--- config.mk ---
export PLATFORM = sky130hd
export DESIGN_NAME = calc_alu_arbiter
export DESIGN_NICKNAME = d
export VERILOG_FILES = /design/src/rtl/calc_pkg.sv /design/src/rtl/calc_div8.sv /design/src/rtl/calc_alu_arbiter.sv
export SDC_FILE = /design/constraint.sdc
export NUM_CORES = 1
export LEC_CHECK = 0
export ABC_AREA = 1
export CAP_MARGIN = 20
export CORE_ASPECT_RATIO = 1.1
export CORE_MARGIN = 2
export CORE_UTILIZATION = 60
export CTS_CLUSTER_DIAMETER = 80
export DETAILED_ROUTE_END_ITERATION = 7
export DONT_BUFFER_PORTS = 1
export GPL_TIMING_DRIVEN = 0
export PLACE_DENSITY = 0.76
export REMOVE_ABC_BUFFERS = 1
export SYNTH_ARGS = -nofsm -noshare
export SYNTH_HDL_FRONTEND = slang
export SYNTH_HIERARCHICAL = 1
export SYNTH_SLANG_ARGS = --single-unit
--- constraint.sdc ---
create_clock -name clk -period 8.45 [get_ports clk]
set_clock_uncertainty 0.2 [all_clocks]
set_input_delay 2.1125 -clock clk [delete_from_list [all_inputs] [get_ports clk]]
set_output_delay 2.1125 -clock clk [all_outputs]
set_load 0.02 [all_outputs]
--- src/rtl/calc_pkg.sv ---
// calc_pkg: op codes, width defaults and arbiter state type shared by the calculator ALU arbiter.
package calc_pkg;
   localparam int CALC_OP_W   = 3;
   localparam int CALC_DATA_W = 8;
   localparam int OP_ADD = 1;
   localparam int OP_SUB = 2;
   localparam int OP_MUL = 3;
   localparam int OP_DIV = 4;
   typedef enum logic [1:0] {
      ST_IDLE,
      ST_EXEC,
      ST_DIV,
      ST_RESP
   } arb_state_t;
endpackage

--- src/rtl/calc_div8.sv ---
// calc_div8: restoring unsigned divider, one quotient bit per cycle MSB first, done pulses after the last step.
module calc_div8
   import calc_pkg::*;
#(
   parameter int DATA_W = CALC_DATA_W
) (
   input  logic              clk,
   input  logic              clear_n,
   input  logic              start,
   input  logic [DATA_W-1:0] a,
   input  logic [DATA_W-1:0] b,
   output logic              busy,
   output logic              done,
   output logic [DATA_W-1:0] quotient,
   output logic [DATA_W-1:0] remainder
);
   localparam int CNT_W = $clog2(DATA_W + 1);
   logic [DATA_W-1:0] rem_q, rem_d, quo_q, quo_d, div_q, div_d;
   logic [CNT_W-1:0]  cnt_q, cnt_d;
   logic              busy_q, busy_d, done_q, done_d;
   logic [DATA_W:0]   shifted, diff;
   always_comb begin
      shifted = {rem_q, quo_q[DATA_W-1]};
      diff    = shifted - {1'b0, div_q};
      rem_d   = rem_q;
      quo_d   = quo_q;
      div_d   = div_q;
      cnt_d   = cnt_q;
      busy_d  = busy_q && cnt_q != CNT_W'(1);
      done_d  = busy_q && cnt_q == CNT_W'(1);
      if (start) begin
         rem_d  = '0;
         quo_d  = a;
         div_d  = b;
         cnt_d  = CNT_W'(DATA_W);
         busy_d = 1'b1;
         done_d = 1'b0;
      end else if (busy_q) begin
         // a borrow out of the trial subtraction means this quotient bit is 0 and the remainder is restored
         rem_d = diff[DATA_W] ? shifted[DATA_W-1:0] : diff[DATA_W-1:0];
         quo_d = {quo_q[DATA_W-2:0], ~diff[DATA_W]};
         cnt_d = cnt_q - CNT_W'(1);
      end
   end
   always_ff @(posedge clk or negedge clear_n) begin
      if (!clear_n) begin
         rem_q  <= '0;
         quo_q  <= '0;
         div_q  <= '0;
         cnt_q  <= '0;
         busy_q <= 1'b0;
         done_q <= 1'b0;
      end else begin
         rem_q  <= rem_d;
         quo_q  <= quo_d;
         div_q  <= div_d;
         cnt_q  <= cnt_d;
         busy_q <= busy_d;
         done_q <= done_d;
      end
   end
   assign busy      = busy_q;
   assign done      = done_q;
   assign quotient  = quo_q;
   assign remainder = rem_q;
endmodule

--- src/rtl/calc_alu_arbiter.sv ---
// calc_alu_arbiter: round-robin sharing of one calculator ALU between two valid/ready requesters.
// Define CALC_ARB_DIV_EN to add the iterative divider; otherwise DIV reports an error like any unsupported op.
module calc_alu_arbiter
   import calc_pkg::*;
#(
   parameter int OP_W   = CALC_OP_W,
   parameter int DATA_W = CALC_DATA_W
) (
   input  logic                clk,
   input  logic                clear_n,
   input  logic [1:0]          req_valid,
   output logic [1:0]          req_ready,
   input  logic [OP_W-1:0]     req0_op,
   input  logic [OP_W-1:0]     req1_op,
   input  logic [DATA_W-1:0]   req0_a,
   input  logic [DATA_W-1:0]   req1_a,
   input  logic [DATA_W-1:0]   req0_b,
   input  logic [DATA_W-1:0]   req1_b,
   output logic [1:0]          rsp_valid,
   input  logic [1:0]          rsp_ready,
   output logic [2*DATA_W-1:0] rsp_result,
   output logic                rsp_err,
   output logic                busy,
   output logic                grant_id
);
   localparam int RW = 2 * DATA_W;
`ifdef CALC_ARB_DIV_EN
   localparam bit DIV_EN = 1'b1;
`else
   localparam bit DIV_EN = 1'b0;
`endif
   arb_state_t        state_q, state_d;
   logic              last_grant_q, last_grant_d, grant_id_q, grant_id_d;
   logic [OP_W-1:0]   op_q, op_d;
   logic [DATA_W-1:0] a_q, a_d, b_q, b_d;
   logic [RW-1:0]     result_q, result_d;
   logic              err_q, err_d;
   logic              grant, accept, sel_div, exec_err;
   logic [OP_W-1:0]   sel_op;
   logic [DATA_W-1:0] sel_a, sel_b;
   logic [RW-1:0]     a_x, b_x, exec_res;
`ifdef CALC_ARB_DIV_EN
   logic              div_start, div_done, div_busy;
   logic [DATA_W-1:0] div_quo;
   calc_div8 #(.DATA_W(DATA_W)) u_div (
      .clk       (clk),
      .clear_n   (clear_n),
      .start     (div_start),
      .a         (sel_a),
      .b         (sel_b),
      .busy      (div_busy),
      .done      (div_done),
      .quotient  (div_quo),
      .remainder ()
   );
   assign div_start = accept && sel_div;
`endif
   always_comb begin
      // tie goes to whoever was not served last
      grant     = &req_valid ? ~last_grant_q : req_valid[1];
      req_ready = (state_q == ST_IDLE && clear_n) ? req_valid & (2'b01 << grant) : 2'b00;
      accept    = |(req_valid & req_ready);
      sel_op    = grant ? req1_op : req0_op;
      sel_a     = grant ? req1_a : req0_a;
      sel_b     = grant ? req1_b : req0_b;
      sel_div   = sel_op == OP_W'(OP_DIV) && sel_b != '0;
      a_x       = {{DATA_W{1'b0}}, a_q};
      b_x       = {{DATA_W{1'b0}}, b_q};
      exec_res  = op_q == OP_W'(OP_ADD) ? a_x + b_x :
                  op_q == OP_W'(OP_SUB) ? a_x - b_x :
                  op_q == OP_W'(OP_MUL) ? a_x * b_x : '0;
      exec_err  = op_q != OP_W'(OP_ADD) && op_q != OP_W'(OP_SUB) && op_q != OP_W'(OP_MUL);
   end
   always_comb begin
      state_d      = state_q;
      last_grant_d = last_grant_q;
      grant_id_d   = grant_id_q;
      op_d         = op_q;
      a_d          = a_q;
      b_d          = b_q;
      result_d     = result_q;
      err_d        = err_q;
      case (state_q)
         ST_IDLE: if (accept) begin
            op_d         = sel_op;
            a_d          = sel_a;
            b_d          = sel_b;
            grant_id_d   = grant;
            last_grant_d = grant;
            // divide by zero takes the single-cycle error path instead of iterating
            state_d      = (DIV_EN && sel_div) ? ST_DIV : ST_EXEC;
         end
         ST_EXEC: begin
            result_d = exec_res;
            err_d    = exec_err;
            state_d  = ST_RESP;
         end
`ifdef CALC_ARB_DIV_EN
         ST_DIV: if (div_done) begin
            result_d = {{DATA_W{1'b0}}, div_quo};
            err_d    = 1'b0;
            state_d  = ST_RESP;
         end
`endif
         ST_RESP: if (rsp_ready[grant_id_q]) state_d = ST_IDLE;
         default: state_d = ST_IDLE;
      endcase
   end
   always_ff @(posedge clk or negedge clear_n) begin
      if (!clear_n) begin
         state_q      <= ST_IDLE;
         last_grant_q <= 1'b1;
         grant_id_q   <= 1'b0;
         op_q         <= '0;
         a_q          <= '0;
         b_q          <= '0;
         result_q     <= '0;
         err_q        <= 1'b0;
      end else begin
         state_q      <= state_d;
         last_grant_q <= last_grant_d;
         grant_id_q   <= grant_id_d;
         op_q         <= op_d;
         a_q          <= a_d;
         b_q          <= b_d;
         result_q     <= result_d;
         err_q        <= err_d;
      end
   end
   assign rsp_valid  = (state_q == ST_RESP) ? (2'b01 << grant_id_q) : 2'b00;
   assign rsp_result = result_q;
   assign rsp_err    = err_q;
   assign busy       = state_q != ST_IDLE;
   assign grant_id   = grant_id_q;
endmodule

==> flow_metrics.tcl <==
set metrics [dict create \
    grt_max_degree 43 \
    vias 4440 \
    ys_ff_latch 40 \
    first_iter_violations 188 \
    cts_resized 0 \
    crit_slowest_cell "nor2_1" \
    timing.rr.start "b_q[4]$_DFFE_PN0P_" \
    design.portCount 67 \
    synth-warning-count 6 \
    maxCapViolCount 0 \
    wl_um 11450 \
    cts.sinks 40 \
    root_buffer "clkbuf_8" \
    grt_pass1_wl_um 19690 \
    critPathKind "in -> out" \
    hold_viol 0 \
    die_h_um 102.6 \
    antenna_found_initial 0 \
    synth-edff-count 0 \
    cts_buffer_depth 2 \
    wl_per_cell_um 13.61 \
    htree_levels 2 \
    yosysMostFrequentCell "nand2_1" \
    cts.clk_slew.worst_paths_ns 0.09 \
    clk_latency_ns 0.30 \
    syn_to_final_growth_pct 0.3536 \
    synth_top_area_share_pct 18.39 \
    initial_core_util_pct 60.74 \
    path_cells "nand2_1 > nand2_2 > inv_1 > nor2_1" \
    worst-path-max-fanout 21 \
    ys_types 41 \
    antenna_left 0 \
    grt-ovfl-total 0 \
    startpoint "req_valid[0]" \
    grt_use_total_pct 25.47 \
    rows 36 \
    finalCritPeriodShare_pct 65.66 \
    die_width_um 93.68 \
    synth_area_leaders "dfrtp_1 18%, nand2_1 17%, fa_1 14%, ha_1 12%, inv_1 11%" \
    slowest_delay_ns 0.45 \
    yosys-top-cells-count "237 x nand2_1, 156 x inv_1, 52 x ha_1" \
    avgViaCountPerCell 5.279 \
    cts_buffers 5 \
    drt_pass1_iterations 5 \
    remaining_drc_errors 0 \
    reg2reg_slack_ns 3.87 \
    setup-violations-final 0 \
    dp_hpwl_um 9453 \
    port_buffers 0 \
    async_flop_share_pct 100.0 \
    cts_setup_buffers 0 \
    antennaDiodeCount 0 \
    start_kind "primary input" \
    end_kind "output pin" \
    hold_class "reg -> reg" \
    syn_inst 752 \
    avgSynthCellArea_um2 7.058 \
    nets 860 \
    slew_headroom_pct 37.28 \
    timing.fmax_ghz 0.1802 \
    ys_dominant_reg_cell "dfrtp_1" \
    core_area_um2 8738 \
    status "complete, no violations" \
    tns_ns 0 \
    routabilityCongestion 0.8866 \
    worstMarginPinSlew_ns 0.9375 \
    grt_setup_unrepaired "no" \
    die-area_um2 9615 \
    drv_slew 0 \
    ys_seq_area_share_pct 18.88 \
    hold_buffers 0 \
    cp.arrival_ns 3.24 \
    min_period_ns 5.548 \
    grt_pass1_vias 4362 \
    tritoncts "done" \
    post-synth-top-area-cell "dfrtp_1" \
    layout-drive-gt1-share_pct 6.465 \
    mappedNetlistArea_um2 5308 \
    cp.required_ns 6.14 \
    hold_start "last_grant_q$_DFFE_PN1P_" \
]
-- registers in the layout, indices dropped and copies added (netlist names) --
register,flops
rsp_result,16
a_q,8
b_q,8
op_q,3
state_q,2
grant_id,1
last_grant_q,1
rsp_err,1
-- cells in the final DEF, fill, tap and decap left out, drive strengths merged --
cell      count
nand2       242
inv         165
ha           52
nor2         52
nand3        48
dfrtp        39
fa           38
a31oi        20
a21oi        15
o21ai        15
nand4        12
clkbuf        6
or2           6
nor3          4
xor2          3
o31ai         1
nand3b        1
and2          1
a21o          1
a221oi        1
a211oi        1
o21a          1
clkinv        1
clkinvlp      1
dfstp         1
-- per-layer routing --
layer,GRT usage (%),wire [um]
met5,0,0
met4,6.800,272
met3,3.070,575
met2,46.21,5629
met1,32.38,4970
-- cell type report --
cell class	instances	area [um^2]
multi-input combinational	514	3477
fill	814	3412
sequential	40	1002
inverter	165	619.3
tap	114	142.6
clock buffer	6	72.57
clock inverter	2	12.51
-- path summary, 6_finish.rpt --
check                      depth (start not counted)                    endpoint
min                                                2    last_grant_q$_DFFE_PN1P_
min reg2reg                                        2    last_grant_q$_DFFE_PN1P_
min in group asynchronous                          0  rsp_result[13]$_DFFE_PN0P_
max in group asynchronous                          0    last_grant_q$_DFFE_PN1P_
max reg2reg                                       19  rsp_result[11]$_DFFE_PN0P_
max                                                4                req_ready[0]
-- per-stage QoR --
| stage | instance area [um^2] | setup WS, ns | hold slack, ns | utilization, % | cells |
|---|---|---|---|---|---|
| after CTS | 5326 | 2.870 | 0.2754 | 60.95 | 841 |
| after global routing | 5326 | 2.747 | 0.2950 | 60.95 | 841 |
| after floorplan | 5099 | 3.084 | 0.2438 | - | 719 |
| after global placement | 5241 | 2.915 | 0.2525 | 59.98 | 833 |
| final | 5326 | 2.902 | 0.2727 | 60.95 | 841 |
| after detailed placement | 5241 | 2.870 | 0.2629 | 59.98 | 833 |
-- critical path: cells and delay by family --
family,cells,cell delay (ns)
buffers and inverters,1,0.35
AND/OR/NAND/NOR,3,0.77
-- cells by family after synthesis --
group / Yosys count / synth area share, %
compound gates: 55 / 9.170
xor+xnor: 3 / 0.4951
fa+ha+maj: 90 / 26.59
buf+inv: 198 / 15.61
flops: 40 / 18.88
simple gates: 366 / 29.26
Power is not shown: default switching activity piles up to over one toggle a cycle in this logic, so the estimate is an artifact.
